===== src/rtl/memu.sv =====
// memu: memory-access stage; aligns/extends load data and forwards the write-back value to IDU and WBU
module memu (
    input  logic        clk,
    input  logic        resetn,
    output logic        mem_allowin,
    input  logic        exe_to_mem_valid,
    input  logic [74:0] exe_to_mem_zip,
    input  logic [31:0] data_sram_rdata,
    input  logic        wb_allowin,
    output logic        mem_to_wb_valid,
    output logic [69:0] mem_to_wb_zip,
    output logic [37:0] mem_rf_zip
);
    logic        mem_valid;
    logic        first;
    logic        res_from_mem;
    logic        rf_we;
    logic [4:0]  rf_waddr;
    logic [31:0] alu_result;
    logic [3:0]  mem_op;
    logic [31:0] pc;
    logic [31:0] rdata_buf;
    logic        accept;
    logic [31:0] ld_word;
    logic [1:0]  off;
    logic [7:0]  ld_byte;
    logic [15:0] ld_half;
    logic [31:0] load_result;
    logic [31:0] final_result;

    assign accept          = exe_to_mem_valid & mem_allowin;
    assign mem_allowin     = ~mem_valid | wb_allowin;
    assign mem_to_wb_valid = mem_valid;

    always_ff @(posedge clk) begin
        if (!resetn) begin
            mem_valid <= 1'b0;
            first     <= 1'b0;
        end else begin
            if (mem_allowin) mem_valid <= exe_to_mem_valid;
            first <= accept;
        end
    end

    always_ff @(posedge clk) begin
        if (accept) {res_from_mem, rf_we, rf_waddr, alu_result, mem_op, pc} <= exe_to_mem_zip;
        if (mem_valid & first) rdata_buf <= data_sram_rdata;
    end

    always_comb begin
        ld_word      = first ? data_sram_rdata : rdata_buf;
        off          = alu_result[1:0];
        ld_byte      = ld_word[8*off +: 8];
        ld_half      = off[1] ? ld_word[31:16] : ld_word[15:0];
        load_result  = mem_op[2:0] == 3'b000 ? {{24{~mem_op[3] & ld_byte[7]}}, ld_byte} :
                       mem_op[2:0] == 3'b001 ? {{16{~mem_op[3] & ld_half[15]}}, ld_half} : ld_word;
        final_result = res_from_mem ? load_result : alu_result;
    end

    assign mem_to_wb_zip = {rf_we, rf_waddr, final_result, pc};
    assign mem_rf_zip    = {mem_valid & rf_we, rf_waddr, final_result};
endmodule


===== config.mk =====
export PLATFORM = sky130hd
export DESIGN_NAME = memu
export DESIGN_NICKNAME = d
export VERILOG_FILES = /design/src/rtl/memu.sv
export SDC_FILE = /design/constraint.sdc
export NUM_CORES = 1
export LEC_CHECK = 0
export CORE_AREA = 2 2 117 119
export DETAILED_ROUTE_END_ITERATION = 8
export DIE_AREA = 0 0 119 121
export DONT_BUFFER_PORTS = 1
export HOLD_SLACK_MARGIN = 0.06
export PLACE_DENSITY = 0.53
export SETUP_SLACK_MARGIN = 0.3
export SYNTH_ARGS = -nofsm -noshare
export SYNTH_HDL_FRONTEND = slang
export SYNTH_SLANG_ARGS = --single-unit

===== constraint.sdc =====
create_clock -name clk -period 7.2 [get_ports clk]
set_input_delay 2.16 -clock clk [delete_from_list [all_inputs] [get_ports clk]]
set_output_delay 2.16 -clock clk [all_outputs]
set_load 0.05 [all_outputs]

==> results of run 1 <==
-- state kept, by name (all words and copies together) (netlist names) --
signal           flops
rf_waddr             5
rf_we                1
alu_result          32
mem_to_wb_valid      1
first                1
mem_op               4
res_from_mem         1
rdata_buf           32
pc                  32
-- power by group --
part	switching (mW)	internal [mW]	total [mW]	leakage, nW
clock network	0.255	0.251	0.506	0.154
logic	0.206	0.0655	0.272	0.711
registers	0.0714	0.734	0.805	1.03
total	0.533	1.05	1.58	1.90
-- critical path: cells and delay by family --
family          cells  cell delay [ns]
mux                 1             0.06
simple gates        1             0.70
buf+inv             1             0.22
compound gates      2             0.75
-- metal layers --
| metal | share of wire (%) | routed length (µm) |
|---|---|---|
| met3 | 12 | 1470 |
| met1 | 41 | 5160 |
| met4 | 0.94 | 117 |
| met2 | 46 | 5740 |
| met5 | 0.10 | 13 |
-- stage by stage --
stage | utilization (%) | worst slack, ns
6_report | 44.2 | 1.14
5_1_grt | 44.2 | 0.960
4_1_cts | 44.2 | 1.12
3_5_place_dp | 41.8 | 1.13
3_3_place_gp | 41.8 | 1.13
2_1_floorplan | - | 0.891
-- cell type report --
cell class | count | area, µm² | area share [%]
clock inverter | 7 | 87.6 | 1.51
antenna | 2 | 5.00 | 0.0865
multi-input combinational | 200 | 1700 | 29.4
inverter | 8 | 30.0 | 0.519
tap | 176 | 220 | 3.81
timing repair buffer | 32 | 260 | 4.50
sequential | 109 | 3250 | 56.2
clock buffer | 9 | 225 | 3.89
-- cell families after synthesis --
family          after synthesis
flops                       109
compound gates               75
simple gates                 75
buf+inv                      70
mux                          50
-- cells in the mapped netlist, drive strengths merged --
cell / instances / area [µm²]
nor4bb: 1 / 10.0
a211oi: 1 / 20.0
mux2i: 35 / 350
or3: 1 / 6.26
or2b: 1 / 7.51
a21oi: 2 / 10.0
a311oi: 6 / 52.6
a31oi: 25 / 169
dfxtp: 2 / 40.0
o211ai: 8 / 60.1
o21ai: 8 / 40.0
inv: 8 / 30.0
mux4: 7 / 158
nand3: 1 / 5.00
nor2: 29 / 109
nor2b: 1 / 6.26
mux2: 8 / 90.1
and2: 9 / 56.3
buf: 51 / 378
nand2: 24 / 90.1
o22ai: 7 / 43.8
o21a: 16 / 120
a221oi: 1 / 8.76
nor3: 1 / 5.00
a21boi: 1 / 7.51
clkbuf: 11 / 41.3
nand4: 2 / 27.5
nand3b: 2 / 15.0
and3: 2 / 12.5
edfxtp: 107 / 3210
nand2b: 1 / 6.26
-- final timing paths --
kind / start / endpoint / slack [ns] / depth (start not counted)
min reg2reg: mem_to_wb_valid$_SDFFE_PN0N_ / rdata_buf[30]$_DFFE_PP_ / 1.22 / 2
min: mem_to_wb_valid$_SDFFE_PN0N_ / rdata_buf[30]$_DFFE_PP_ / 1.22 / 2
max: data_sram_rdata[31] / mem_to_wb_zip[52] / 1.14 / 5
max reg2reg: mem_to_wb_valid$_SDFFE_PN0N_ / alu_result[18]$_DFFE_PP_ / 4.83 / 2
==> results_dict.tcl, run 1 <==
set metrics [dict create \
    rows 42 \
    cp_max_fo 16 \
    slowest_stage "nand3b_1" \
    placed_cells 525 \
    hold_slack_ns 1.22 \
    clock.fmax_ghz 0.165 \
    die_w_um 119 \
    synth-adder-area-share_pct 0 \
    synthXorXnorAreaFrac_pct 0 \
    synth_mux_area_share_pct 11.5 \
    port_buffers 0 \
    clock-sinks 109 \
    cp-end-kind "primary output" \
    maxCapViolCount 0 \
    ys_seq_area_share_pct 62.7 \
    tns_ns 0 \
    numCtsBuffers 9 \
    insertion_delay_ns 0.36 \
    synth_top_family_by_area "multiplexers" \
    fin_area_um2 5790 \
    fin_crit_ns 6.06 \
    coreArea_um2 13100 \
    clkTransAtPathRegs_ns 0.07 \
    grt_first_pass_wirelength_um 18100 \
    grtUsageMet2_pct 26.7 \
    syn_area_um2 5190 \
    drtPass1Iterations 4 \
    yosys_warnings 0 \
    critical-path-max-stage-delay_ns 0.70 \
    powerDensity_nw_per_um2 274 \
    cts_hold_buf 0 \
    critPathKind "input port to primary output" \
    start_kind "input port" \
    gp_congestion 0.808 \
    h-tree-depth 3 \
    dpl_cell_area_um2 5470 \
    hpwl_um 9110 \
    synth_compound_area_share_pct 10.2 \
    critPathArrivalTime_ns 3.90 \
    dieArea_um2 14400 \
    cts_tree "done" \
    areaGrowthSynthToFinish_pct 11.5 \
    final_cell_mix "edfxtp_1, mux2i_1, buf_4" \
    finalPower_mw 1.58 \
    final_cells 543 \
    drt_iter0_markers 126 \
    drc 0 \
    detail-route-antenna-nets 0 \
    io_pins 221 \
    wl_um 12500 \
    drv_slew 0 \
    synth.avg_cell_area_um2 13.7 \
    grt_usage_pct 17.4 \
    hold_viol 0 \
    grtUsageMet1_pct 20.9 \
    die_y_um 121 \
    synth_cell_types 36 \
    start_util_pct 39.7 \
    globalRouteMet3Util_pct 10.3 \
    vias 2912 \
    root_buffer "clkbuf_16" \
    grt_max_degree 76 \
    nets 471 \
    wl_per_cell_um 23.0 \
    cp.required_ns 5.04 \
    slew_headroom_pct 24.9 \
    hp-class "flip-flop to flip-flop" \
    viasPerCell 5.36 \
    grt_busiest_layer "met2" \
    path_cells "mux2i_1 > o22ai_1 > nand3b_1 > a31oi_2 > buf_16" \
    fin_crit_sh_pct 84.1 \
    status "finished clean" \
    synth_cells 379 \
    leakagePower_nw 1.90 \
    cts_setup_buffers 0 \
    peakVddDrop_uv 188 \
    clockBufferDepth 2 \
    synth_nets 490 \
    setup_violations 0 \
    filler_cell_count 1166 \
    antenna_found_initial 1 \
    rsz0062_at_grt "no" \
    grt_pass1_vias 2977 \
    post_cts_resize_count 0 \
    skew_ns 0.00957 \
    synth-simple-area-share_pct 6.87 \
    tightest_slew_ns 1.13 \
    overflow 0 \
    final_common_cell "edfxtp_1" \
    drive_above_1_share_pct 27.4 \
    synth_seq_cells 109 \
]
Power figures use the tool's default switching activity.
==> inputs of run 2 (changes only) <==
==> constraint.sdc (replaced) <==
create_clock -name clk -period 6 [get_ports clk]
set_input_delay 1.8 -clock clk [delete_from_list [all_inputs] [get_ports clk]]
set_output_delay 1.8 -clock clk [all_outputs]
set_load 0.05 [all_outputs]
==> run 2 against run 1 <==
Net effect: core utilization grew 0.11 points; highest routed layer unchanged; die area did not move; cell area increased by 0.26%; global-route usage is 0.19 points higher.
==> results_dict.tcl, run 2 (synthesis results as in run 1) <==
set metrics [dict create \
    status "finished clean" \
    cts_tree "done" \
    die_y_um 121 \
    hold_path.startpoint "mem_to_wb_valid$_SDFFE_PN0N_" \
    combPwrFrac_pct 17.4 \
    slew_headroom_pct 24.6 \
    antenna_found_initial 2 \
    start_kind "input port" \
    coreArea_um2 13100 \
    rsz0062_at_grt "no" \
    final_cell_mix "edfxtp_1, mux2i_1, buf_4" \
    clkTransAtPathRegs_ns 0.08 \
    post_cts_resize_count 0 \
    wl_per_cell_um 23.1 \
    areaGrowthSynthToFinish_pct 11.8 \
    leakagePower_nw 1.91 \
    hpwl_um 9080 \
    rows 42 \
    cp_max_fo 24 \
    clock.fmax_ghz 0.189 \
    final_common_cell "edfxtp_1" \
    hp-class "flip-flop to flip-flop" \
    worst-r2r-cell-count 2 \
    reg2reg_slack_ns 3.65 \
    gp_congestion 0.752 \
    whs_path_depth 2 \
    vias 2933 \
    cts_setup_buffers 0 \
    r2r_end "alu_result[4]$_DFFE_PP_" \
    cp-end-kind "primary output" \
    powerDensity_nw_per_um2 328 \
    insertion_delay_ns 0.35 \
    io_pins 221 \
    setup_violations 0 \
    wl_um 12600 \
    cts_hold_buf 0 \
    finalPower_mw 1.90 \
    tightest_slew_ns 1.13 \
    nets 474 \
    drive_above_1_share_pct 28.0 \
    overflow 0 \
    grt_pass1_vias 3023 \
    skew_ns 0.00592 \
    seq_area_um2 3250 \
    drc 0 \
    h-tree-depth 3 \
    filler_cell_count 1146 \
    clockBufferDepth 2 \
    peakVddDrop_uv 281 \
    critPathKind "input port to primary output" \
    critPathArrivalTime_ns 3.49 \
    drt_iter0_markers 203 \
    timing.rr.start "mem_to_wb_valid$_SDFFE_PN0N_" \
    die_w_um 119 \
    power.switching_uw 644 \
    drv_slew 0 \
    grt_first_pass_wirelength_um 18400 \
    dieArea_um2 14400 \
    cp.required_ns 4.20 \
    seqPwrFrac_pct 50.5 \
    p_sw_share_pct 33.8 \
    viasPerCell 5.38 \
    internal_power_mw 1.26 \
    detail-route-antenna-nets 0 \
    numCtsBuffers 9 \
    clkPwrFrac_pct 32.1 \
    port_buffers 0 \
    start_util_pct 39.7 \
    fin_crit_ns 5.29 \
    holdPathEnd "rdata_buf[14]$_DFFE_PP_" \
    drtPass1Iterations 4 \
    fin_crit_sh_pct 88.1 \
    maxCapViolCount 0 \
    hold_viol 0 \
    grt_usage_pct 17.6 \
    multi_input_area_um2 1700 \
    root_buffer "clkbuf_16" \
    tns_ns 0 \
    clock-sinks 109 \
    grt_max_degree 76 \
]
[run 2: cell count changes in the layout (fill, tap and decap cells not counted), sizes merged]
cell / change
diode: -1
inv: +1
clkinv: -1
buf: +3
[run 2: power groups by stage]
stage / registers (mW) / logic, mW / clock network (mW)
floorplan: 0.960 / 0.301 / 0
global placement: 0.980 / 0.332 / 0
detailed placement: 0.980 / 0.333 / 0
global route: 0.967 / 0.348 / 0.659
CTS: 0.964 / 0.334 / 0.627
finish: 0.962 / 0.332 / 0.611
[run 2: metrics by stage]
step / utilization, % / hold WS, ns / std cells / worst slack (ns) / instance area, µm²
4_1_cts: 44.3 / 1.25 / 544 / 0.722 / 5800
2_1_floorplan: - / 1.17 / 379 / 0.411 / 5190
6_report: 44.3 / 1.23 / 545 / 0.714 / 5800
5_1_grt: 44.3 / 1.27 / 544 / 0.633 / 5800
3_5_place_dp: 42.0 / 1.23 / 528 / 0.714 / 5490
3_3_place_gp: 42.0 / 1.20 / 528 / 0.751 / 5490
[run 2: cell type report]
class	instances	share of cell area [%]
Sequential cell	109	56.1
Multi-Input combinational cell	200	29.4
Timing Repair Buffer	35	4.87
Clock buffer	9	3.88
Tap cell	176	3.80
Clock inverter	7	1.42
Inverter	8	0.518
Antenna cell	1	0.0431
[run 2: metal layers]
metal / wire (µm) / share of wire, % / up-vias / GRT usage [%]
met2: 5620 / 45 / 151 / 26.4
met1: 5360 / 43 / 1409 / 21.9
met5: 13 / 0.10 / - / 0
met4: 109 / 0.86 / 2 / 4.02
li1: - / - / 1363 / -
met3: 1510 / 12 / 8 / 10.2
[run 2: critical path: stages]
cell and delay, ns:
mux2i_1 0.10, a211oi_4 0.30, nand4_4 0.51, a31oi_2 0.42
buf_4 0.33
[run 2: worst max path at each step]
stage / start / end / slack [ns] / depth (start not counted)
floorplan: data_sram_rdata[23] / mem_to_wb_zip[44] / 0.41 / 6
global placement: data_sram_rdata[23] / mem_to_wb_zip[42] / 0.75 / 5
detailed placement: data_sram_rdata[23] / mem_to_wb_zip[42] / 0.71 / 5
CTS: data_sram_rdata[23] / mem_to_wb_zip[42] / 0.72 / 5
global route: data_sram_rdata[23] / mem_to_wb_zip[42] / 0.63 / 5
finish: data_sram_rdata[23] / mem_rf_zip[10] / 0.71 / 5
